File: config.mk
export PLATFORM = sky130hd
export DESIGN_NAME = shake_arbiter
export DESIGN_NICKNAME = d
export VERILOG_FILES = /design/src/rtl/shake_arbiter.sv
export SDC_FILE = /design/constraint.sdc
export NUM_CORES = 1
export LEC_CHECK = 0
export ABC_AREA = 1
export CAP_MARGIN = 40
export CELL_PAD_IN_SITES_DETAIL_PLACEMENT = 0
export CELL_PAD_IN_SITES_GLOBAL_PLACEMENT = 2
export CORE_UTILIZATION = 12
export DETAILED_ROUTE_END_ITERATION = 6
export GPL_TIMING_DRIVEN = 0
export PLACE_DENSITY = 0.82
export SYNTH_ARGS = -nofsm -noshare
export SYNTH_HDL_FRONTEND = slang
export SYNTH_SLANG_ARGS = --single-unit
File: constraint.sdc
create_clock -name clk -period 4.85 [get_ports clk]
set_input_delay 0.97 -clock clk [delete_from_list [all_inputs] [get_ports clk]]
set_output_delay 0.97 -clock clk [all_outputs]
set_load 0.01 [all_outputs]
File: src/rtl/shake_arbiter.sv
// ---------------------------------------------------------------------------
// shake_arbiter
//
// Round-robin arbiter sharing one SHAKE wrapper between N_REQ requesters.
// The winner's job configuration (mode, absorb block count, last-block byte
// count) is latched when it is granted. The arbiter then issues a one-cycle
// core_init and steers the winner's seed word to the core. The core's
// squeeze output is broadcast to everyone, with valid qualified per grant.
// The grant is held until the owner pulses its release_req bit.
//
// Optional feature macro: SHAKE_ARB_TIMEOUT_EN
//   When defined, a watchdog forces a release after TIMEOUT_CYCLES BUSY
//   cycles and pulses timeout_err. When undefined, timeout_err is tied to 0.
//
// Ports:
//   clk, rst             clock, synchronous active-high reset
//   req                  per-requester job request (level)
//   release_req          per-requester end-of-job pulse
//   mode_req             per-requester mode (0 SHAKE128, 1 SHAKE256)
//   absorb_num_req       per-requester absorb block count, 8 bits each, packed
//   last_bytes_req       per-requester last-block byte count, 6 bits each
//   seed_buf_req         per-requester seed word, 32 bits each, packed
//   gnt / gnt_id / busy  one-hot grant, owner index, core-owned flag
//   addr_seed, dout      core seed address and squeeze word, broadcast
//   dout_valid           core valid qualified by gnt
//   timeout_err          one-cycle watchdog pulse
//   core_*               wrapper control/data inputs and outputs
// ---------------------------------------------------------------------------
module shake_arbiter #(
    parameter int N_REQ          = 4,
    parameter int TIMEOUT_CYCLES = 4096
) (
    input  logic                           clk,
    input  logic                           rst,
    input  logic [N_REQ-1:0]               req,
    input  logic [N_REQ-1:0]               release_req,
    input  logic [N_REQ-1:0]               mode_req,
    input  logic [N_REQ*8-1:0]             absorb_num_req,
    input  logic [N_REQ*6-1:0]             last_bytes_req,
    input  logic [N_REQ*32-1:0]            seed_buf_req,
    output logic [N_REQ-1:0]               gnt,
    output logic [$clog2(N_REQ)-1:0]       gnt_id,
    output logic                           busy,
    output logic [31:0]                    addr_seed,
    output logic [31:0]                    dout,
    output logic [N_REQ-1:0]               dout_valid,
    output logic                           timeout_err,
    output logic                           core_init,
    output logic                           core_mode,
    output logic [7:0]                     core_absorb_num,
    output logic [5:0]                     core_last_bytes,
    output logic [31:0]                    core_seed_buffer,
    input  logic [31:0]                    core_addr_seed,
    input  logic [31:0]                    core_dout,
    input  logic                           core_valid,
    input  logic                           core_ready
);

    localparam int IDW = $clog2(N_REQ);

    typedef enum logic [1:0] {
        S_IDLE  = 2'd0,
        S_START = 2'd1,
        S_BUSY  = 2'd2
    } state_t;

    state_t                 r_state;
    logic [IDW-1:0]         r_rr_ptr;
    logic [N_REQ-1:0]       r_gnt;
    logic [IDW-1:0]         r_gnt_id;
    logic                   r_busy;
    logic                   r_core_init;
    logic                   r_core_mode;
    logic [7:0]             r_core_absorb_num;
    logic [5:0]             r_core_last_bytes;

    logic                   w_any;
    logic [IDW-1:0]         w_sel;
    logic                   w_release;
    logic [IDW-1:0]         w_next_ptr;
    logic                   w_unused;

    // core_ready is reported by the wrapper but never used for sequencing.
    assign w_unused = core_ready | (TIMEOUT_CYCLES < 0);

    // Cyclic search: walk downward from the farthest offset so that the last
    // hit written is the one closest to (at or after) the pointer.
    always_comb begin
        int idx;
        w_any = 1'b0;
        w_sel = '0;
        idx   = 0;
        for (int k = N_REQ - 1; k >= 0; k--) begin
            idx = int'(r_rr_ptr) + k;
            if (idx >= N_REQ) idx = idx - N_REQ;
            if (req[idx]) begin
                w_any = 1'b1;
                w_sel = IDW'(idx);
            end
        end
    end

    assign w_release  = release_req[r_gnt_id];
    assign w_next_ptr = (r_gnt_id == IDW'(N_REQ - 1)) ? '0 : r_gnt_id + 1'b1;

`ifdef SHAKE_ARB_TIMEOUT_EN
    logic [31:0] r_wd_cnt;
    logic        r_timeout_err;
    assign timeout_err = r_timeout_err;
`else
    assign timeout_err = 1'b0;
`endif

    always_ff @(posedge clk) begin
        if (rst) begin
            r_state           <= S_IDLE;
            r_rr_ptr          <= '0;
            r_gnt             <= '0;
            r_gnt_id          <= '0;
            r_busy            <= 1'b0;
            r_core_init       <= 1'b0;
            r_core_mode       <= 1'b0;
            r_core_absorb_num <= '0;
            r_core_last_bytes <= '0;
`ifdef SHAKE_ARB_TIMEOUT_EN
            r_wd_cnt          <= '0;
            r_timeout_err     <= 1'b0;
`endif
        end else begin
            r_core_init <= 1'b0;
`ifdef SHAKE_ARB_TIMEOUT_EN
            r_timeout_err <= 1'b0;
`endif
            case (r_state)
                S_IDLE: begin
                    if (w_any) begin
                        r_state           <= S_START;
                        r_gnt             <= N_REQ'(1) << w_sel;
                        r_gnt_id          <= w_sel;
                        r_busy            <= 1'b1;
                        r_core_init       <= 1'b1;
                        r_core_mode       <= mode_req[w_sel];
                        r_core_absorb_num <= absorb_num_req[int'(w_sel)*8 +: 8];
                        r_core_last_bytes <= last_bytes_req[int'(w_sel)*6 +: 6];
                    end
                end
                S_START: begin
                    // Release is deliberately not looked at here.
                    r_state <= S_BUSY;
`ifdef SHAKE_ARB_TIMEOUT_EN
                    r_wd_cnt <= '0;
`endif
                end
                S_BUSY: begin
                    if (w_release) begin
                        r_state  <= S_IDLE;
                        r_gnt    <= '0;
                        r_busy   <= 1'b0;
                        r_rr_ptr <= w_next_ptr;
`ifdef SHAKE_ARB_TIMEOUT_EN
                    end else if (r_wd_cnt == 32'(TIMEOUT_CYCLES - 1)) begin
                        // Forced release; a genuine release above wins.
                        r_state       <= S_IDLE;
                        r_gnt         <= '0;
                        r_busy        <= 1'b0;
                        r_rr_ptr      <= w_next_ptr;
                        r_timeout_err <= 1'b1;
                    end else begin
                        r_wd_cnt <= r_wd_cnt + 32'd1;
`endif
                    end
                end
                default: r_state <= S_IDLE;
            endcase
        end
    end

    assign gnt             = r_gnt;
    assign gnt_id          = r_gnt_id;
    assign busy            = r_busy;
    assign core_init       = r_core_init;
    assign core_mode       = r_core_mode;
    assign core_absorb_num = r_core_absorb_num;
    assign core_last_bytes = r_core_last_bytes;

    // Data steering between the core and the current owner.
    assign core_seed_buffer = r_busy ? seed_buf_req[int'(r_gnt_id)*32 +: 32] : 32'd0;
    assign addr_seed        = core_addr_seed;
    assign dout             = core_dout;
    assign dout_valid       = {N_REQ{core_valid}} & r_gnt;

endmodule

# == Yosys cells after proc, flatten, opt, wreduce, memory -nomap -nowiden ==
# Cells that the tools add are included.
# word_totals
ff_bits,27
inputBits,264
output_inout_bits,124
wordCells,86
# classes
addsub,8
n_mul,1
order_cmp,10
n_eq_ne,5
shift,4
mux,40
bitwise,2
reduce_logical,7
# op_table
op,n
two-way mux 32 bit,5
"less-than comparator 32 x 4 -> 1 bit, second input constant",4
indexed part select 128 x 8 -> 32 bit,1
indexed part select 32 x 6 -> 8 bit,1
indexed part select 24 x 6 -> 6 bit,1
two-way mux 1 bit,17
two-way mux 2 bit,7
binary-select mux 1 bit (select 2 bit),6
"subtractor 3 x 3 -> 4 bit, second input constant",3
">= comparator 3 bit, second input constant",3
two-way mux 4 bit,2
case mux 4 bit (2 select lines),1
"adder 2 x 2 -> 3 bit, second input constant",2
"less-than comparator 2 x 3 -> 1 bit, second input constant",2
case mux 2 bit (3 select lines),1
AND reduction 2 bit,3
bitwise AND 4 bit,1
"== test 2 bit, second input constant",2
"multiplier 2 x 2 -> 4 bit, second input constant",1
"inequality test 2 bit, second input constant",2
"<< shifter 1 x 2 -> 4 bit, first input constant",1
"subtractor 2 x 3 -> 4 bit, second input constant",1
"adder 2 x 1 -> 3 bit, second input constant",1
">= comparator 2 x 3 -> 1 bit, second input constant",1
8 further kinds,8

# == Logic depth before layout (Yosys ltp) ==
# Gate-level depths: netlist of run 1.
# depth
depth_word,13
ltp_mapped,16
ltp_nobuf,14

# == Worst setup path before layout of run 1 ==
# Ideal clock, no wire load.
# synth_timing
kind,reg2out
from,register r_gnt_id[0] (netlist: gnt_id[0])
to,output port core_seed_buffer[22]
t_arrival_ns,1.585
t_required_ns,3.880
setup_slack_ns,2.295
stages_incl_launch_ff,8
n_path_buf,3
cell_sequence,dfxtp_1 > clkbuf_1 > clkbuf_1 > clkbuf_1 > nor2_1 > nor2_1 > o21ai_0 > a21oi_1
# synth_via
elab_chain_len,2
# synth_rtl
item,line,source
from (decl),70,logic [IDW-1:0] r_gnt_id;
from (signal assigned),139,r_gnt_id <= w_sel;
indexed part select 128 x 8 -> 32 bit,187,assign core_seed_buffer = r_busy ? seed_buf_req[int'(r_gnt_id)*32 +: 32] : 32'd0;
two-way mux 32 bit,187,
to (decl),52,"output logic [31:0] core_seed_buffer,"
# No other way between the ends.

# == Worst setup path in the final report of run 1 ==
# layout_timing
from,register r_gnt_id[0] (netlist: gnt_id[0])
to,output port core_seed_buffer[24]
# The elaborated chain is that of the path after synthesis.

==> impl_metrics.py, run 1 <==
metrics = {
    "finish": {
        "multi_input_area_mm2": 0.00210,
        "n_antenna_cell": 0,
        "regArea_um2": 541,
        "drive_above_1_share": 0.122,
        "fillers": 3281,
        "post-route-util": 0.253,
        "nets": 1230,
        "syn_to_final_growth_pct": 106,
    },
    "detailed_routing": {
        "dr.pass1.iters": 4,
        "vias": 5019,
        "route.detailed.drc": 0,
        "routedWlPerCell_um": 14.6,
        "post_drt_via_cell_ratio": 3.72,
        "drt-total-wl_mm": 19.6,
        "dr.first_iter.drc_count": 139,
        "ant_nets": 0,
    },
    "power": {
        "leakage_nw": 3.10,
        "pwr-share-seq": 0.170,
        "p_per_area_mw_per_mm2": 254,
        "vdd_drop_max_mv": 0.140,
        "pwr-share-comb": 0.724,
        "netSwitchingFraction": 0.435,
        "pwr-share-clk": 0.106,
        "switchingPower_mw": 0.809,
        "p_int_mw": 1.05,
        "p_total_mw": 1.86,
    },
    "synth": {
        "synth_top_cell_area_share": 0.172,
        "synth_edf_count": 0,
        "synth_top_area_cell": "nor2_1",
        "synth_nets": 904,
        "syn-cell-area_mm2": 0.00355,
        "post_synth_main_area_contributors": "nor2_1 17%, dfxtp_1 15%, buf_4 14%",
        "synth_warnings": 0,
        "syn_inst": 639,
        "synth.most_common_cell": "nor2_1",
        "synth_common_cells": "163 x nor2_1, 108 x nand2_1, 66 x buf_4, 66 x o21ai_0, 51 x inv_1",
        "synth_seq_area_share": 0.152,
        "async_flop_share": 0,
        "synth_area_per_cell_um2": 5.56,
        "synth_top_flop_cell": "dfxtp_1",
        "ys_seq_elements": 27,
        "yosys.cell_types.count": 31,
    },
    "global_route": {
        "grt_max_degree": 15,
        "grt_pass1_wl_mm": 28.8,
        "antenna_found_initial": 0,
        "grt_pass1_vias": 4907,
        "grt_usage": 0.123,
        "grt-ovfl-total": 0,
    },
    "hold_path": {
        "hold_end": "gnt[2]",
        "min_from": "gnt[2]",
        "hp-class": "reg -> reg",
        "whs_path_depth": 2,
    },
    "sta": {
        "finalSetupViolations": 0,
        "fin_crit_sh": 0.873,
        "slew_headroom": 0.551,
        "final.min_clock_period_ps": 4230,
        "grt_setup_unrepaired": "no",
        "slew_violations": 0,
        "worst_pin_slew_ps": 674,
        "holdWs_ps": 481,
        "tns_ps": 0,
        "fmax_ghz": 0.236,
        "hold_violations": 0,
        "skew_ps": 4.27,
    },
    "worst_setup_path": {
        "ff2ff_setup_slack_ps": 2500,
        "rr_endpoint": "gnt[0]",
        "endpoint_kind": "primary output",
        "path_max_fanout": 10,
        "arrival_ps": 3260,
        "crit_start": "gnt_id[0]",
        "reg2regPathDepth": 8,
        "worstPathRequired_ps": 3880,
        "critPathLaunchType": "register",
        "r2r_start": "gnt_id[1]",
        "criticalPathCategory": "reg -> out",
    },
    "cts": {
        "cts_resized": 0,
        "path_clk_slew_ps": 70,
        "post_cts_buffers": 0,
        "ctsHtreeMaxLevel": 1,
        "clockBufferDepth": 2,
        "cts_tree": "yes",
        "cts.sinks": 27,
        "cts-buffers-inserted": 3,
        "root_buffer": "clkbuf_16",
        "clk_latency_ps": 270,
        "ctsHoldBuffers": 0,
    },
    "placed_design": {
        "dpl.hpwl_mm": 16.9,
        "numPortBuffers": 321,
        "place_congestion": 0.797,
    },
    "floorplan": {
        "die_area_mm2": 0.0303,
        "start_util": 0.123,
        "die_h_um": 174,
        "fp.dieW_um": 174,
        "num_rows": 62,
        "core_area_mm2": 0.0289,
        "ios": 388,
    },
    "run": {
        "max_cap_violations": 0,
    },
    "run_status": {
        "outcome": "finished, final reports clean",
    },
}
per-layer routing:
layer  track usage  share of wire
met2         0.238           0.51
met3        0.0249          0.075
met4        0.0146         0.0060
met5             0              0
met1         0.141           0.40
area by class of cell:
| cell class | count | area share |
|---|---|---|
| Tap cell | 384 | 0.0656 |
| Timing Repair Buffer | 321 | 0.439 |
| Sequential cell | 27 | 0.0738 |
| Inverter | 58 | 0.0304 |
| Clock buffer | 4 | 0.0108 |
| Multi-Input combinational cell | 452 | 0.287 |
| Buffer | 102 | 0.0940 |
layout by cell type (no fill, tap or decap), types with 12 or more instances in the layout:
cell             instances
nand2_2                 12
clkbuf_1                26
buf_4                   66
dfxtp_1                 27
inv_1                   51
nand2_1                108
nand3_1                 29
clkdlybuf4s50_1        321
a21oi_1                 41
nor2_1                 163
o21ai_0                 66
power by group through the flow:
stage          logic (mW)  registers [mW]  clock network [mW]
2_1_floorplan       0.656           0.335                   0
5_1_grt              1.49           0.324               0.220
3_3_place_gp         1.37           0.321                   0
3_5_place_dp         1.37           0.322                   0
6_report             1.35           0.316               0.197
4_1_cts              1.38           0.319               0.211
worst max-delay path, stage by stage, from the launching register on:
cell	delay, ps
dfxtp_1	460
clkbuf_1	340
clkbuf_1	510
clkbuf_1	580
nor2_1	110
nor2_1	100
o21ai_0	120
a21oi_1	190
clkdlybuf4s50_1	580
logic make-up (layout without fill, tap and decap cells):
family / Yosys count / in the layout / share of synthesized area
and+or+nand+nor: 339 / 339 / 0.427
DFF: 27 / 27 / 0.152
other: 1 / 1 / 0.00106
AOI/OAI and AO/OA: 111 / 111 / 0.159
buffers and inverters: 160 / 485 / 0.257
adders and majority gates: 1 / 1 / 0.00352
state kept, by name, indices dropped and copies added, names as in the netlist:
name and count:
core_absorb_num 8, r_state 2, core_init 1, busy 1
gnt 4, core_mode 1, r_rr_ptr 2, gnt_id 2
core_last_bytes 6
worst max path at each step:
stage,cells past startpoint,endpoint
6_report,8,core_seed_buffer[24]
3_3_place_gp,8,core_seed_buffer[27]
5_1_grt,8,core_seed_buffer[23]
3_5_place_dp,8,core_seed_buffer[25]
4_1_cts,8,core_seed_buffer[25]
2_1_floorplan,7,core_seed_buffer[22]
stage by stage:
stage | setup slack, ps | std cells | area, um2
floorplan | 2300 | 639 | 3550
global placement | 768 | 1344 | 7240
detailed placement | 749 | 1344 | 7240
CTS | 434 | 1348 | 7320
global route | 301 | 1348 | 7320
finish | 617 | 1348 | 7320
No activity file was read; power rests on OpenSTA's default activity.
==> run 2: changes to the inputs <==
- CAP_MARGIN: 40 -> 20
==> results of run 2 <==
The final DEF is identical to that of run 1; final timing and power are the same.
